File: config.mk
export PLATFORM = sky130hd
export DESIGN_NAME = pwm_fader
export DESIGN_NICKNAME = d
export VERILOG_FILES = /design/src/rtl/pwm_fader_pkg.sv /design/src/rtl/pwm_fader_chan.sv /design/src/rtl/pwm_fader.sv
export SDC_FILE = /design/constraint.sdc
export NUM_CORES = 1
export LEC_CHECK = 0
export CAP_MARGIN = 20
export CORE_UTILIZATION = 59
export DETAILED_ROUTE_END_ITERATION = 6
export PLACE_DENSITY = 0.8
export SLEW_MARGIN = 5
export SYNTH_ARGS = -nofsm -noshare
export SYNTH_HDL_FRONTEND = slang
export SYNTH_SLANG_ARGS = --single-unit
File: constraint.sdc
create_clock -name clk -period 8.4 [get_ports clk]
set_input_delay 1.68 -clock clk [delete_from_list [all_inputs] [get_ports clk]]
set_output_delay 1.68 -clock clk [all_outputs]
set_load 0.005 [all_outputs]
File: src/rtl/pwm_fader_pkg.sv
// pwm_fader_pkg
//   Shared definitions for the pwm_fader block.
//   chan_w(): width of the channel-select field. It never returns less
//   than 1, so a single-channel build still has a legal select port.
package pwm_fader_pkg;

    function automatic int chan_w(input int channels);
        return (channels > 1) ? $clog2(channels) : 1;
    endfunction

endpackage : pwm_fader_pkg

File: src/rtl/pwm_fader_chan.sv
// pwm_fader_chan
//   One PWM channel. It holds the target, step and duty registers, the
//   saturating fade arithmetic and the registered PWM compare.
//   Ports:
//     clk, rst_n   clock, asynchronous active-low reset
//     cnt          shared period counter
//     wrap         high in the last cycle of the period (cnt == all ones)
//     wr_en        load wr_target / wr_step into this channel
//     wr_target    new target duty
//     wr_step      new fade step (0 = jump straight to target)
//     pwm_out      registered (cnt < duty)
//     busy         duty has not yet reached target
module pwm_fader_chan #(
    parameter int WIDTH  = 16,
    parameter int STEP_W = 8
) (
    input  logic              clk,
    input  logic              rst_n,
    input  logic [WIDTH-1:0]  cnt,
    input  logic              wrap,
    input  logic              wr_en,
    input  logic [WIDTH-1:0]  wr_target,
    input  logic [STEP_W-1:0] wr_step,
    output logic              pwm_out,
    output logic              busy
);

    // One bit wider than the wider operand, so the sum cannot wrap and a
    // borrow out of the difference is visible.
    localparam int EXT_W = ((WIDTH > STEP_W) ? WIDTH : STEP_W) + 1;

    logic [WIDTH-1:0]  duty;
    logic [WIDTH-1:0]  target;
    logic [STEP_W-1:0] step;
    logic [WIDTH-1:0]  duty_next;

    logic [EXT_W-1:0] duty_x;
    logic [EXT_W-1:0] target_x;
    logic [EXT_W-1:0] step_x;
    logic [EXT_W-1:0] sum_x;
    logic [EXT_W-1:0] diff_x;

    assign duty_x   = EXT_W'(duty);
    assign target_x = EXT_W'(target);
    assign step_x   = EXT_W'(step);
    assign sum_x    = duty_x + step_x;
    assign diff_x   = duty_x - step_x;

    // Saturating move toward the target. A step larger than the duty
    // would underflow, so that case clamps to the target as well.
    always_comb begin
        // NOTE: defaulting every always_comb output first means no path
        // leaves it unassigned, so no latch is inferred.
        duty_next = duty;
        if (step == '0) begin
            duty_next = target;
        end else if (duty < target) begin
            duty_next = (sum_x >= target_x) ? target : sum_x[WIDTH-1:0];
        end else if (duty > target) begin
            duty_next = ((step_x > duty_x) || (diff_x <= target_x))
                        ? target : diff_x[WIDTH-1:0];
        end
    end

    // NOTE: these per-channel registers are few and control-critical, so
    // all of them reset; a reset mid-fade must leave no stale duty behind.
    always_ff @(posedge clk or negedge rst_n) begin
        if (!rst_n) begin
            target  <= '0;
            step    <= '0;
            duty    <= '0;
            pwm_out <= 1'b0;
        end else begin
            if (wr_en) begin
                target <= wr_target;
                step   <= wr_step;
            end
            // Duty changes only at the period boundary, so no period ever
            // sees a partly updated compare value.
            if (wrap) begin
                duty <= duty_next;
            end
            pwm_out <= (cnt < duty);
        end
    end

    assign busy = (duty != target);

endmodule : pwm_fader_chan

File: src/rtl/pwm_fader.sv
// pwm_fader
//   N-channel PWM generator. Each channel fades linearly toward a
//   programmed target duty, one step per PWM period.
//   Ports:
//     clk, rst_n    clock, asynchronous active-low reset
//     wr_valid      write request
//     wr_ready      write can be accepted (low only in the wrap cycle)
//     wr_chan       channel to write
//     wr_target     target duty
//     wr_step       fade step per period, 0 = jump immediately
//     wr_err        one-cycle pulse after an accepted write to a missing channel
//     pwm_out       PWM outputs, one per channel
//     busy          channel still fading toward its target
//     period_tick   high in the last cycle of every period
module pwm_fader
    import pwm_fader_pkg::*;
#(
    parameter int CHANNELS = 3,
    parameter int WIDTH    = 16,
    parameter int STEP_W   = 8,
    localparam int CHAN_W  = chan_w(CHANNELS)
) (
    input  logic                clk,
    input  logic                rst_n,
    input  logic                wr_valid,
    output logic                wr_ready,
    input  logic [CHAN_W-1:0]   wr_chan,
    input  logic [WIDTH-1:0]    wr_target,
    input  logic [STEP_W-1:0]   wr_step,
    output logic                wr_err,
    output logic [CHANNELS-1:0] pwm_out,
    output logic [CHANNELS-1:0] busy,
    output logic                period_tick
);

    // One wider than wr_chan, so the limit fits even when CHANNELS is a
    // power of two.
    localparam logic [CHAN_W:0] CHAN_LIM = (CHAN_W + 1)'(CHANNELS);

    logic [WIDTH-1:0] cnt;
    logic             wrap;
    logic             accept;
    logic             chan_bad;

    assign wrap        = (cnt == '1);
    assign period_tick = wrap;
    // Writes are held off in the wrap cycle, so a target load never
    // coincides with the fade update that reads the target.
    assign wr_ready    = !wrap;
    assign accept      = wr_valid && wr_ready;
    assign chan_bad    = ({1'b0, wr_chan} >= CHAN_LIM);

    // NOTE: sequential state uses non-blocking assignments only, so every
    // flop samples values from before the clock edge.
    always_ff @(posedge clk or negedge rst_n) begin
        if (!rst_n) begin
            cnt    <= '0;
            wr_err <= 1'b0;
        end else begin
            cnt    <= cnt + WIDTH'(1);
            wr_err <= accept && chan_bad;
        end
    end

    for (genvar i = 0; i < CHANNELS; i++) begin : g_chan
        pwm_fader_chan #(
            .WIDTH  (WIDTH),
            .STEP_W (STEP_W)
        ) u_chan (
            .clk       (clk),
            .rst_n     (rst_n),
            .cnt       (cnt),
            .wrap      (wrap),
            .wr_en     (accept && (wr_chan == CHAN_W'(i))),
            .wr_target (wr_target),
            .wr_step   (wr_step),
            .pwm_out   (pwm_out[i]),
            .busy      (busy[i])
        );
    end

endmodule : pwm_fader

# Word level (Yosys, flattened, before mapping)
# Index checks and enable logic that the tools add are counted.
[totals]
elab_cells = 80
out_inout_bits = 9
inputBits = 29
regBits = 140
[classes]
eq_ne = 6
addsub = 7
n_mux = 15
order_cmp = 19
n_reduce_logical = 19
[ops]
columns = ["op", "count"]
rows = [
  ["16-bit two-way mux", 15],
  ["16-bit less-than comparator", 6],
  ["16-bit by 8-bit adder with 17-bit output", 3],
  ["17-bit by 16-bit greater-or-equal comparator with 1-bit output", 3],
  ["17-bit by 16-bit <= comparator with 1-bit output", 3],
  ["16-bit by 8-bit subtractor with 17-bit output", 3],
  ["16-bit > comparator", 3],
  ["8-bit by 16-bit > comparator with 1-bit output", 3],
  ["16-bit != test", 3],
  ["8-bit zero test", 3],
  ["16-bit by 1-bit adder with 16-bit output, second input constant", 1],
  ["16-bit == test, second input constant", 1],
  ["3-bit nonzero test", 3],
  ["2-bit AND reduction", 3],
  ["1-bit logical AND", 5],
  ["1-bit logical OR", 3],
  ["2-bit by 1-bit == test with 1-bit output, second input constant", 1],
  ["2-bit == test, second input constant", 1],
  ["2-bit greater-or-equal comparator, second input constant", 1],
  ["2-bit zero test", 1],
  ["1-bit zero test", 1],
]

# Longest topological paths before layout
[logic_depth]
word_depth = 7
depth_mapped = 22
ltp_nobuf = 20

# Hierarchy
# A second synthesis with hierarchy kept.
[hier_totals]
hier_cells = 1639
hier_area_um2 = 14357.5
[by_module_without_submodules]
columns = ["module", "cells_each", "area_each_um2", "n_inst", "seq_area_each_um2"]
rows = [
  ["pwm_fader_chan at g_chan[1].u_chan ...", 525, 4595.7, 2, 1026.0],
  ["pwm_fader_chan at g_chan[0].u_chan", 525, 4406.7, 1, 1026.0],
  ["pwm_fader", 64, 759.5, 1, 425.4],
]

# Least setup slack after synthesis
# OpenSTA, ideal clock, no wires.
[synth_timing]
kind = "register -> register"
startpoint = "register g_chan[0].u_chan.step[2]"
endpoint = "register g_chan[0].u_chan.duty[11]"
t_required_ns = 8.277
setup_slack_ns = 4.077
arrival_ns = 4.200
stages_incl_launch_ff = 22
setup_ns = 0.123
synth_period_minus_slack_ns = 4.323
path_cell_list = "dfrtp_1 > inv_1 > ha_1 > buf_2 > o21ai_1 > a21oi_1 > o21ai_1 > a21oi_1 > or4_1 > nor4_1 > xnor2_1 > inv_1 > ha_1 > and4_1 > and4_1 > nand2_1 > or3_1 > o211ai_1 > a31oi_2 > a21boi_2 > or3_1 > o221a_2"
[synth_via]
elab_chain_cells = 7
elab_cells_between_ends = 14
classes_between = "add/sub: 2; order compare: 3; mux: 5; reduce/logical: 4"
[synth_rtl]
columns = ["element", "line_no", "rtl"]
rows = [
  ["from (decl)", "pwm_fader_chan.sv:34", "logic [STEP_W-1:0] step;"],
  ["from (signal assigned)", "pwm_fader_chan.sv:76", "step <= wr_step;"],
  ["16-bit by 8-bit subtractor with 17-bit output", "pwm_fader_chan.sv:47", "assign diff_x = duty_x - step_x;"],
  ["17-bit by 16-bit <= comparator with 1-bit output", "pwm_fader_chan.sv:60", "duty_next = ((step_x > duty_x) || (diff_x <= target_x))"],
  ["1-bit logical OR", "pwm_fader_chan.sv:60", ""],
  ["16-bit two-way mux", "pwm_fader_chan.sv:61", "? target : diff_x[WIDTH-1:0];"],
  ["16-bit two-way mux", "pwm_fader_chan.sv:59", "end else if (duty > target) begin"],
  ["16-bit two-way mux", "pwm_fader_chan.sv:57", "end else if (duty < target) begin"],
  ["16-bit two-way mux", "pwm_fader_chan.sv:55", "if (step == '0) begin"],
  ["to (signal assigned)", "pwm_fader_chan.sv:81", "duty <= duty_next;"],
  ["to (decl)", "pwm_fader_chan.sv:32", "logic [WIDTH-1:0] duty;"],
]
# Parallel ways exist; a longest one is shown, timed or not. The select of a mux whose other input is x is not followed.
# A chain may end at the register's enable or synchronous reset.

# Final worst setup path
[layout_timing]
startpoint = "register g_chan[2].u_chan.step[1]"
endpoint = "register g_chan[2].u_chan.duty[6]"
[layout_via]
elab_chain_cells = 7
elab_cells_between_ends = 14
classes_between = "add/sub: 2; order compare: 3; mux: 5; reduce/logical: 4"
[layout_rtl]
columns = ["element", "line_no"]
rows = [
  ["from (decl)", "pwm_fader_chan.sv:34"],
  ["from (signal assigned)", "pwm_fader_chan.sv:76"],
  ["16-bit by 8-bit subtractor with 17-bit output", "pwm_fader_chan.sv:47"],
  ["17-bit by 16-bit <= comparator with 1-bit output", "pwm_fader_chan.sv:60"],
  ["1-bit logical OR", "pwm_fader_chan.sv:60"],
  ["16-bit two-way mux", "pwm_fader_chan.sv:61"],
  ["16-bit two-way mux", "pwm_fader_chan.sv:59"],
  ["16-bit two-way mux", "pwm_fader_chan.sv:57"],
  ["16-bit two-way mux", "pwm_fader_chan.sv:55"],
  ["to (signal assigned)", "pwm_fader_chan.sv:81"],
  ["to (decl)", "pwm_fader_chan.sv:32"],
]
# Parallel ways exist; a longest one is shown, timed or not. The select of a mux whose other input is x is not followed.

==> flow_summary.yaml <==
worst_setup_path:
  cp-end-kind: "flip-flop"
  path_class: "flip-flop to flip-flop"
  worstPathRequired_ns: 8.76
  crit_arrival_ns: 5.70
  critPathLaunchType: "flip-flop"
  critPathMaxFanout: 17
route:
  routed-via-count: 12200
  dr.pass1.iters: 6
  wl_met1_um: 18200
  wire_per_inst_um: 21.5
  ant_nets: 0
  drt-initial-drc-count: 1055
  drc: 0
  drt_wl_total_um: 41100
  met3_length_um: 3210
  top_layer: "met4"
  avgViaCountPerCell: 6.40
  wl_met2_um: 18000
cts:
  cts_root_buf: "clkbuf_16"
  hold_buffers: 0
  cts_num_sinks: 140
  cts_buffer_depth: 2
  clk_latency_ns: 0.44
  numCtsBuffers: 17
  htreeDepth: 4
  path_clk_slew_ns: 0.08
  cts_setup_buffers: 0
  cts_tree: "yes"
  cts_resized: 0
synthesis:
  synth_area_leader_cell: "dfrtp_1"
  synthesis.nets: 1844
  netlist_top_cells_area: "dfrtp_1 (25%), ha_1 (22%), xnor2_1 (5.1%)"
  syn_area_sq_mm: 0.0137
  synth-seq-cells: 140
  avgSynthCellArea_sq_um: 8.75
  yosysTopAreaCellShare_pct: 25.5
  synth_ff_type: "dfrtp_1"
  synthDistinctLibCells: 75
  synthCells: 1571
  async_flop_share_pct: 100
  seq_area_frac_synth_pct: 25.5
  yosys_warnings: 0
  synth_edf_count: 0
power_and_ir_drop:
  powerDensity_mw_per_mm2: 158
  irDropWorstVdd_v: 0.000136
  power.leakage_nw: 6.97
timing:
  finalCriticalPeriod_ns: 5.34
  skew_ns: 0.0156
  worst_pin_slew_ns: 1.07
  drv_slew: 0
  period_share_pct: 63.6
  rsz0062_at_grt: "false"
  fmax_mhz: 187
  finalSetupTns_ns: 0
  hold_viol: 0
  relSlewSlack_pct: 28.6
  setup_violations: 0
floorplanning:
  die_w_um: 155
  pin_count: 38
  core_area_sq_mm: 0.0228
  rows: 55
  start_util_pct: 60.4
  die-height_um: 155
  dieArea_sq_mm: 0.0239
global_route:
  grt_max_degree: 77
  grt_pass1_vias: 11900
  track_usage_pct: 35.8
  grt_pass1_wl_um: 65500
  grt_overflow: 0
  antenna_found_initial: 0
placement:
  io_buffers: 37
  gp_congestion: 0.982
  hpwl_um: 32600
  postPlaceCellArea_sq_mm: 0.0143
run:
  cap_violations: 0
min_path:
  hold_class: "flip-flop to flip-flop"
cells_and_area:
  drive_above_1_share_pct: 7.65
  antenna_cells: 0
  num-nets-final: 1855
  syn2layout_area_growth_pct: 8.86
  layout_common_cells: "ha_1 (238), inv_1 (151), dfrtp_1 (140)"
  final.fill_count: 1914
  postLayoutCellArea_sq_mm: 0.0150
  final_common_cell: "ha_1"
outcome:
  outcome: "finished, final reports clean"
stage by stage:
| step | total power, mW | hold slack [ns] | util [%] | setup WS (ns) | instances |
|---|---|---|---|---|---|
| 2_1_floorplan | 1.32 | 0.479 | - | 4.08 | 1571 |
| 3_3_place_gp | 1.53 | 0.489 | 62.8 | 3.30 | 1874 |
| 3_5_place_dp | 1.56 | 0.497 | 62.8 | 3.22 | 1875 |
| 4_1_cts | 2.36 | 0.512 | 65.6 | 3.18 | 1907 |
| 5_1_grt | 2.50 | 0.540 | 65.7 | 2.76 | 1908 |
| 6_report | 2.37 | 0.510 | 65.7 | 3.06 | 1908 |
area by class of cell:
| type | instances | area, sq um | share of cell area (%) |
|---|---|---|---|
| Timing Repair Buffer | 42 | 437 | 2.92 |
| Tap cell | 313 | 392 | 2.62 |
| Multi-Input combinational cell | 1228 | 9430 | 63.0 |
| Clock buffer | 17 | 425 | 2.84 |
| Inverter | 153 | 574 | 3.84 |
| Clock inverter | 15 | 200 | 1.34 |
| Sequential cell | 140 | 3500 | 23.4 |
worst paths after layout:
kind / startpoint / end / slack (ns) / cells past startpoint
max reg2reg: g_chan[2].u_chan.step[1] / g_chan[2].u_chan.duty[6] / 3.06 / 19
max: g_chan[2].u_chan.step[1] / g_chan[2].u_chan.duty[6] / 3.06 / 19
max in group asynchronous: rst_n / g_chan[1].u_chan.target[14] / 5.77 / 2
min in group asynchronous: rst_n / g_chan[2].u_chan.duty[11] / 1.27 / 1
min: g_chan[1].u_chan.target[14] / g_chan[1].u_chan.target[14] / 0.51 / 1
min reg2reg: g_chan[1].u_chan.target[14] / g_chan[1].u_chan.target[14] / 0.51 / 1
power by group:
part           leakage [nW]  switching, mW  internal, mW  total (mW)
sequential             1.80         0.0707         0.738       0.808
clock                 0.303          0.371         0.431       0.803
combinational          4.87          0.447         0.310       0.757
total                  6.97          0.889          1.48        2.37
per-layer routing:
metal  vias up  track usage, %
li1       5719               -
met1      5873            50.5
met2       527            55.2
met3        96            4.62
met4         0            14.8
met5         -               0
state kept, by name (all words and copies together), names as in the netlist:
name                   cells
cnt                       16
g_chan.u_chan.duty        48
g_chan.u_chan.pwm_out      3
g_chan.u_chan.step        24
g_chan.u_chan.target      48
wr_err                     1
worst max-delay path, stage by stage (launching register included):
cell and delay (ns):
dfrtp_1 0.46, inv_1 0.12, ha_1 0.31, nand2b_1 0.17
a221oi_1 0.49, o211ai_1 0.23, nor2b_1 0.20, o21bai_1 0.24
nor3b_1 0.30, xnor2_1 0.20, ha_1 0.30, a21oi_1 0.14
a21boi_0 0.09, a2111oi_0 0.36, a31o_2 0.26, o2111ai_4 0.35
o2bb2ai_4 0.39, nand2b_1 0.45, nor2_1 0.11, nor3_2 0.12
Yosys cell counts, types with 33 or more instances:
library cell and count:
nor3_1 33, a21oi_1 76, inv_1 151, nor2_1 115
ha_1 238, nand2_1 107, dfrtp_1 140, nand3_1 40
mux2_2 61, a21o_1 33, o21ai_0 86, xnor2_1 80
logic make-up (layout without fill, tap and decap cells):
logic type	Yosys count	in the layout	synth area share, %
AND/OR/NAND/NOR	439	439	15.6
multiplexers	70	70	5.65
adder cells (fa/ha/maj)	244	244	22.5
flip-flops	140	140	25.5
AO/OA/AOI/OAI	382	382	18.9
buffers and inverters	203	227	5.93
XOR/XNOR	93	93	5.92
Note: power is estimated with default switching activity, not from simulation.
==> RTL change: new RTL, config.mk and constraints unchanged <==
Register the output `wr_err` once more, without a reset; this adds one clock of latency there. The other outputs are not delayed to match. Comments in the files are not updated.
--- a/src/rtl/pwm_fader.sv
+++ b/src/rtl/pwm_fader.sv
@@ -38,4 +38,6 @@
     localparam logic [CHAN_W:0] CHAN_LIM = (CHAN_W + 1)'(CHANNELS);
 
+    logic wr_err_s0;
+
     logic [WIDTH-1:0] cnt;
     logic             wrap;
@@ -56,8 +58,8 @@
         if (!rst_n) begin
             cnt    <= '0;
-            wr_err <= 1'b0;
+            wr_err_s0 <= 1'b0;
         end else begin
             cnt    <= cnt + WIDTH'(1);
-            wr_err <= accept && chan_bad;
+            wr_err_s0 <= accept && chan_bad;
         end
     end
@@ -80,4 +82,8 @@
     end
 
+    always_ff @(posedge clk) begin
+        wr_err <= wr_err_s0;
+    end
+
 endmodule : pwm_fader
 
Function: changed (a bounded check fails within 4 cycles, from zero or initial values and one cycle with rst_n low).
==> RTL change against the unedited design <==
Die area is 0.14% higher; worst setup slack improved by 0.052 ns; synthesized area up 0.15%; sequential cell count is 1 higher; design area fell by 0.39%; power decreased by 2.8%; wire length is 1.5% lower; largest power group unchanged.
==> RTL change: results (changes against the unedited design) <==
cell taking the most area after synthesis sky130_fd_sc_hd__dfrtp_1; clock transition at the register clock pins on the worst setup and hold paths after CTS 0.07 ns; number of detailed-routing iterations run before antenna repair 7 (+1); Skew-Pair Late Insertion Delay 0.44 ns (about the same); most frequent cells after synthesis 238 x sky130_fd_sc_hd__ha_1, 151 x sky130_fd_sc_hd__inv_1, 140 x sky130_fd_sc_hd__dfrtp_1; global-route wire length before repair 63.9 mm (-2.5%); critical path arrival 5.64 ns (-0.06 ns); worst hold slack 0.367 ns (-0.143 ns); count of buffers from port buffering 37 (unchanged); gp weighted congestion 0.989 (+0.68%); detail-routed via count per cell 6.38 (-0.37%); family of cells with the greatest summed delay on the critical path compound AO/OA/AOI/OAI gates; destination of the worst register-to-register timing path g_chan[2].u_chan.duty[1]; status finished clean; antenna violations before repair 0 (unchanged); Hold EP wr_err; number of synthesis warnings 0 (unchanged); Diodes inserted 0 (unchanged); WL final 40.5 mm (-1.5%); worst hold path cell count 0 (-1); launch instance of the worst register-to-register path g_chan[2].u_chan.step[1]; post-CTS setup-driven buffer insertion count 0 (unchanged); violation count after the first detailed-routing iteration 1123 (+6.4%); slowest stage delay, CP 0.45 ns (-0.04 ns); via count of the first global-routing pass 11700 (-1.0%); Worst Hold Launch wr_err_s0; wire length per cell 21.2 um (-1.5%); Tightest Hold Check Type reg2reg; cell area after placement 14300 sq um (about the same); share of layout cells above drive strength 1 7.58% (-0.067 points); Mapped Cells 1572 (+0.064%); clock buffer depth 2 (unchanged); post-route fraction of the period consumed by the critical path 62.9% (-0.62 points); worst r2r path cells 19 (unchanged); post-synthesis net count 1845 (+0.054%); CTS root buffer sky130_fd_sc_hd__clkbuf_16; Fillers 1905 (-0.47%); Reg2Reg Setup Slack 3.11 ns (+0.05 ns); Clock Skew 0.0137 ns (-0.00195 ns); overall track demand over capacity in global routing 34.6% (-1.1 points); dominant cells by area after synthesis sky130_fd_sc_hd__dfrtp_1 25%, sky130_fd_sc_hd__ha_1 22%, sky130_fd_sc_hd__xnor2_1 5.1%, sky130_fd_sc_hd__mux2_2 5.0%, sky130_fd_sc_hd__inv_1 4.1%; Post-CTS Resized 0 (unchanged); count of unique library cells instantiated by Yosys 76 (+1.3%); maximum number of pins on one net before global-route repair 79 (+2.6%); depth of the CTS H-tree 4 (unchanged); transition at the pin with the smallest max-transition slack 1.07 ns (+0.00260 ns); Worst IR Drop VDD 0.116 mV (-15%); Post-synth ARST share 99.3% (-0.71 points); post-placement setup slack 3.24 ns (+0.0174 ns); number of clock buffers inserted by TritonCTS 17 (unchanged); instance count after placement with tap cells included 1876 (+0.053%); static power due to leakage 6.93 nW (-0.54%); detailed placement HPWL 31.9 mm (-2.2%); Worst path slowest cell sky130_fd_sc_hd__dfrtp_1; portion of the post-synthesis area used by sequential elements 25.6% (+0.11 points); CP max FO 17 (unchanged); largest registers g_chan.u_chan.duty (48), g_chan.u_chan.target (48), g_chan.u_chan.step (24)
-- RTL change: cell count changes after synthesis --
cell,delta
sky130_fd_sc_hd__dfxtp_1,+1
-- RTL change: cells by family (layout without fill, tap and decap cells) --
logic type	after synthesis	in the layout	share of synthesized area, %
DFF	141	141	25.6
and+or+nand+nor	439	439	15.5
adders and majority gates	244	244	22.5
buffers and inverters	203	227	5.93
muxes	70	70	5.64
xor gates and xnor gates	93	93	5.92
AOI/OAI and AO/OA	382	382	18.9
-- RTL change: final cells by class --
type	count	area, sq um	share of cell area (%)
multi-input cells	1228	9430	63.3
flip-flops and latches	141	3520	23.6
inverters	153	574	3.85
clock buffers	18	429	2.88
repair buffers	42	429	2.88
well taps	313	392	2.63
clock inverters	14	125	0.839
-- RTL change: where the power goes --
part / switching (mW) / internal (mW)
Sequential: 0.0703 / 0.743
Combinational: 0.439 / 0.310
Clock: 0.349 / 0.389
-- RTL change: worst max path at each step --
stage	end	from	slack [ns]	cells past startpoint
CTS	g_chan[0].u_chan.duty[0]	g_chan[0].u_chan.step[2]	3.21	20
global placement	g_chan[1].u_chan.duty[10]	g_chan[1].u_chan.duty[0]	3.28	19
finish	g_chan[2].u_chan.duty[1]	g_chan[2].u_chan.step[1]	3.11	19
floorplan	g_chan[0].u_chan.duty[11]	g_chan[0].u_chan.step[2]	4.08	21
detailed placement	g_chan[0].u_chan.duty[0]	g_chan[0].u_chan.step[2]	3.24	20
global route	g_chan[2].u_chan.duty[1]	g_chan[2].u_chan.step[1]	2.62	19
-- RTL change: metal layers --
metal	GRT usage, %	routed length [um]	vias up
li1	-	-	5720
met1	46.8	17300	5799
met2	55.7	18300	546
met3	5.02	3330	111
met4	14.0	1540	0
met5	0	0	-
